### src/rtl/universal_shift_register.sv
// WIDTH-bit universal shift register: parallel load, shift, rotate, synchronous clear,
// plus a START-triggered full-duplex serial transfer sequencer (LSB first).
module universal_shift_register #(
   parameter int WIDTH = 4
) (
   input  logic             clk,
   input  logic             rst_n,
   input  logic             clr,
   input  logic             en,
   input  logic [2:0]       mode,
   input  logic [WIDTH-1:0] d,
   input  logic             ser_in,
   input  logic             start,
   output logic [WIDTH-1:0] q,
   output logic             ser_out,
   output logic             busy,
   output logic             done
);

   localparam int CW = $clog2(WIDTH + 1);

   typedef enum logic {
      IDLE  = 1'b0,
      SHIFT = 1'b1
   } state_t;

   state_t           state;
   state_t           state_nxt;
   logic [WIDTH-1:0] q_nxt;
   logic [CW-1:0]    count;
   logic [CW-1:0]    count_nxt;
   logic             done_nxt;

   always_ff @(posedge clk or negedge rst_n) begin
      if (!rst_n) begin
         state <= IDLE;
         q     <= '0;
         count <= '0;
         done  <= 1'b0;
      end else begin
         state <= state_nxt;
         q     <= q_nxt;
         count <= count_nxt;
         done  <= done_nxt;
      end
   end

   // Clear beats everything; START is only seen in IDLE, and a running transfer ignores mode inputs.
   always_comb begin
      state_nxt = state;
      q_nxt     = q;
      count_nxt = count;
      done_nxt  = 1'b0;
      if (clr) begin
         state_nxt = IDLE;
         q_nxt     = '0;
         count_nxt = '0;
      end else if (state == IDLE) begin
         if (start) begin
            q_nxt     = d;
            count_nxt = CW'(WIDTH);
            state_nxt = SHIFT;
         end else if (en) begin
            case (mode)
               3'b001:  q_nxt = d;
               3'b010:  q_nxt = {q[WIDTH-2:0], ser_in};
               3'b011:  q_nxt = {ser_in, q[WIDTH-1:1]};
               3'b100:  q_nxt = {q[WIDTH-2:0], q[WIDTH-1]};
               3'b101:  q_nxt = {q[0], q[WIDTH-1:1]};
               default: q_nxt = q;
            endcase
         end
      end else begin
         q_nxt     = {ser_in, q[WIDTH-1:1]};
         count_nxt = count - CW'(1);
         if (count == CW'(1)) begin
            state_nxt = IDLE;
            done_nxt  = 1'b1;
         end
      end
   end

   assign ser_out = q[0];
   assign busy    = (state == SHIFT);

endmodule

### config.mk
export PLATFORM = sky130hd
export DESIGN_NAME = universal_shift_register
export DESIGN_NICKNAME = d
export VERILOG_FILES = /design/src/rtl/universal_shift_register.sv
export SDC_FILE = /design/constraint.sdc
export NUM_CORES = 1
export LEC_CHECK = 0
export ABC_CLOCK_PERIOD_IN_PS = 2100
export CAP_MARGIN = 40
export CORE_MARGIN = 3
export CORE_UTILIZATION = 48
export DETAILED_ROUTE_END_ITERATION = 8
export PLACE_DENSITY = 0.82
export SLEW_MARGIN = 20
export SYNTH_ARGS = -nofsm -noshare
export SYNTH_HDL_FRONTEND = slang
export SYNTH_SLANG_ARGS = --single-unit
### constraint.sdc
create_clock -name clk -period 2.1 [get_ports clk]
set_clock_uncertainty 0.05 [all_clocks]
set_input_delay 0.21 -clock clk [delete_from_list [all_inputs] [get_ports clk]]
set_output_delay 0.21 -clock clk [all_outputs]
set_load 0.01 [all_outputs]
# After elaboration in Yosys (flattened, before gate mapping)
# Index checks and enable logic that the tools add are counted.
[classes]
addsub = 1
mul = 0
div = 0
magnitude_cmp = 0
n_eq_ne = 6
n_shift = 0
n_mux = 15
n_bitwise = 0
n_reduce_logical = 4
[op_table]
columns = ["op", "n"]
rows = [
  ["$pmux W4 S5", 1],
  ["$mux W4", 4],
  ["$mux W3", 3],
  ["$reduce_bool A8 Y1", 1],
  ["$mux W1", 7],
  ["$eq A3 B1 Y1 const B", 2],
  ["$eq A3 B2 Y1 const B", 2],
  ["$eq A3 B3 Y1 const B", 2],
  ["$reduce_bool A4 Y1", 1],
  ["$reduce_bool A3 Y1", 1],
  ["$sub A3 B1 Y3 const B", 1],
  ["$reduce_and A2 Y1", 1],
]
[totals]
register_bits = 9
latchBits = 0
mem_bits_rw = 0
romBits = 0
out_inout_bits = 7
wordCells = 30
memories = 0

# Logic depth before layout (Yosys ltp)
[depth]
depth_word = 6
depth_mapped = 6
mapped_depth_nobuf = 6

# Worst setup path after synthesis
# Ideal clock, no wire load.
[synth_timing]
kind = "reg-to-reg"
start = "register q[1]"
end = "register q[2]"
setup_ps = 133
arrival_ps = 1160
setup_slack_ps = 757
path_stages_with_launch = 4
path_buffers = 0
period_less_slack_ps = 1343
path_cell_list = "dfrtp_1 > or4_1 > a21oi_1 > o32ai_1"
[synth_via]
elab_chain_cells = 5
[synth_lines]
columns = ["item", "line_no", "source"]
rows = [
  ["start: declaration", "14", "output logic [WIDTH-1:0] q,"],
  ["start signal: assignment", "42", "q <= q_nxt;"],
  ["$pmux W4 S5", "64", "case (mode)"],
  ["$mux W4", "63", "end else if (en) begin"],
  ["$mux W4", "59", "if (start) begin"],
  ["$mux W4", "58", "end else if (state == IDLE) begin"],
  ["$mux W4", "54", "if (clr) begin"],
]
# No other way between the ends. The select of a mux whose other input is x is not followed.
# A chain may end at the register's enable or synchronous reset.

# Worst setup path after layout
[layout_timing]
start = "register state (netlist: busy)"
end = "output busy"
[layout_rtl]
columns = ["item", "line_no", "source"]
rows = [
  ["start: declaration", "27", "state_t state;"],
  ["start signal: assignment", "41", "state <= state_nxt;"],
  ["end: declaration", "16", "output logic busy,"],
]
# No word-level cell between the ends.

==> flow_summary.toml <==
[sta]
maxSlewHeadroom_pct = 71.5
final-hold-violation-count = 0
final-setup-viol-count = 0
worst_slew_pin_slew_ps = 427
fin_crit_sh_pct = 81.3
fmax_ghz = 0.585
setup_tns_ps = 0
rsz0062_at_grt = "false"
slew_viol_final = 0
final.min_clock_period_ps = 1710

[power]
power_switching_uw = 148
power_uw = 487
sw_frac_of_total_pct = 30.4
power.leakage_uw = 0.000352
p_int_uw = 339
power.density_nw_per_um2 = 571
p_clk_share_pct = 27.6
p_comb_share_pct = 29.6
seq_power_share_pct = 42.8
irDropWorstVdd_mv = 0.383

[yosys]
ys_seq_elements = 9
ys_warn_count = 0
yosysUniqueCellTypes = 31
synth.top_cell.area_share_pct = 34.2
syn_inst = 76
syn_area_per_cell_sq_um = 8.68
synth_area_sq_um = 659
synth_nets = 91
ys_seq_area_share_pct = 34.2
synthTopCellsByArea = "dfrtp_1, nor2_1, a311oi_1, a21oi_1, ha_1"
yosysTopAreaCell = "dfrtp_1"

[global_routing]
grt_usage_pct = 17.9
antenna_found_initial = 0
grt_pass1_wl_um = 2510
gr-total-overflow = 0
grt_max_degree = 13
grt_pass1_vias = 595

[cts]
cts_resized = 0
postCtsSetupBuffers = 0
numClockSinks = 9
ctsHoldBuffers = 0
htreeDepth = 1
clk_pin_slew_ps = 60
cts_inserted_buffers = 3
cts_tree = "done"
ctsRootBufferMaster = "clkbuf_4"
cts_buffer_depth = 2
clkLatencyLatePin_ps = 270

[setup_path]
critPathMaxFanout = 12
reg2regPathDepth = 3
slowest_stage = "clkdlybuf4s50_1"
r2r_setup_slack_ps = 610
end_kind = "primary output"
worstSetupStartpointType = "flip-flop"
r2r-start = "busy"
critical-path-top-delay-family = "buffers and inverters"
critPathRequiredTime_ps = 1840
r2r_end = "q[3]"
crit_buf_inv = 1
critPathMaxStageDelay_ps = 610
crit_arrival_ps = 1450
criticalPathCategory = "flip-flop to primary output"
crit_chain = "clkdlybuf4s50_1"

[final_layout]
mostFrequentLayoutCells = "clkdlybuf4s50_1, nor2_1, dfrtp_1, inv_1, a21oi_1"
final_common_cell = "clkdlybuf4s50_1"
n_antenna_cell = 0
multi_input_area_sq_um = 372
fin_nets = 109
area_delta_synth_final_pct = 29.4
regArea_sq_um = 225
utilization_pct = 71.0
nFillCells = 113
layout.cells.non_filler = 107
drive_above_1_share_pct = 6.45

[placement]
gp_congestion = 0.824
dp_hpwl_um = 1090
placedCellCount = 103
io_buffers = 19

[drt]
first_pass_iters = 4
drt_iter0_drc = 14
routed_wl_um = 1430
drc = 0
avgViaCountPerCell = 5.80
routed-via-count = 621
avgRoutedWirePerCell_um = 13.3
antenna_left = 0

[floorplan]
fp.dieH_um = 43.1
rows = 12
io_pins = 20
initial_utilization_pct = 54.9
die-area_sq_um = 1850
die_width_um = 43.1
core-area_sq_um = 1200

[run_status]
status = "completed"

[job]
drv_cap = 0

[worst_hold_path]
hold_class = "input pin to async pin"
[Yosys cell counts (all sizes together)]
| library cell | n |
|---|---|
| a21bo | 1 |
| a21o | 2 |
| a21oi | 5 |
| a2bb2oi | 1 |
| a311oi | 4 |
| a31oi | 3 |
| a41oi | 1 |
| buf | 6 |
| dfrtp | 9 |
| ha | 2 |
| inv | 6 |
| mux2i | 2 |
| nand2 | 4 |
| nand2b | 5 |
| nand3 | 1 |
| nor2 | 11 |
| nor3 | 1 |
| nor3b | 1 |
| nor4b | 1 |
| o2111ai | 1 |
| o211ai | 1 |
| o21ai | 1 |
| o32ai | 2 |
| or2 | 1 |
| or4 | 2 |
| xnor2 | 1 |
| xor2 | 1 |
[power groups by stage]
stage               Combinational [uW]  Clock, uW  Sequential [uW]
floorplan                         85.1          0              209
global placement                   141          0              211
detailed placement                 144          0              211
CTS                                145        139              208
global route                       161        149              212
finish                             144        134              208
[logic make-up (layout without fill, tap and decap cells)]
kind of cell / after synthesis / in the layout / share of synthesized area (%)
DFF: 9 / 9 / 34.2
AOI/OAI and AO/OA: 22 / 22 / 26.0
and+or+nand+nor: 27 / 27 / 20.9
muxes: 2 / 2 / 3.04
xor gates and xnor gates: 2 / 2 / 2.66
buffers and inverters: 12 / 29 / 9.49
adders and majority gates: 2 / 2 / 3.79
[area by class of cell]
class | count | share of cell area, %
clock buffer | 4 | 3.08
inverter | 6 | 2.64
multi-input combinational | 55 | 43.5
sequential | 9 | 26.4
tap | 14 | 2.05
timing repair buffer | 19 | 22.3
[sequential cells by signal, indices dropped and copies added, names as in the netlist]
signal / cells
done: 1
q: 4
count: 3
busy: 1
[worst max-delay path by stage]
stage / startpoint / to / slack (ps) / cells past startpoint
global placement: mode[1] / q[1] / 280 / 5
floorplan: q[1] / q[2] / 760 / 3
finish: busy / busy / 390 / 1
detailed placement: mode[1] / q[2] / 250 / 5
CTS: busy / busy / 400 / 1
global route: busy / busy / 330 / 1
[metal layers]
layer,up-vias,global-route usage [%],part of all wire [%]
met1,289,22.4,46
li1,308,-,-
met5,-,0,0
met4,0,3.61,0.70
met2,21,28.7,45
met3,3,7.63,7.6
[stage by stage]
stage	cell area (sq um)	hold WS (ps)	setup slack, ps
5_1_grt	853	208	332
3_5_place_dp	827	445	250
6_report	853	184	392
2_1_floorplan	659	-136	757
3_3_place_gp	827	432	276
4_1_cts	853	195	402
Power figures use the tool's default switching activity.
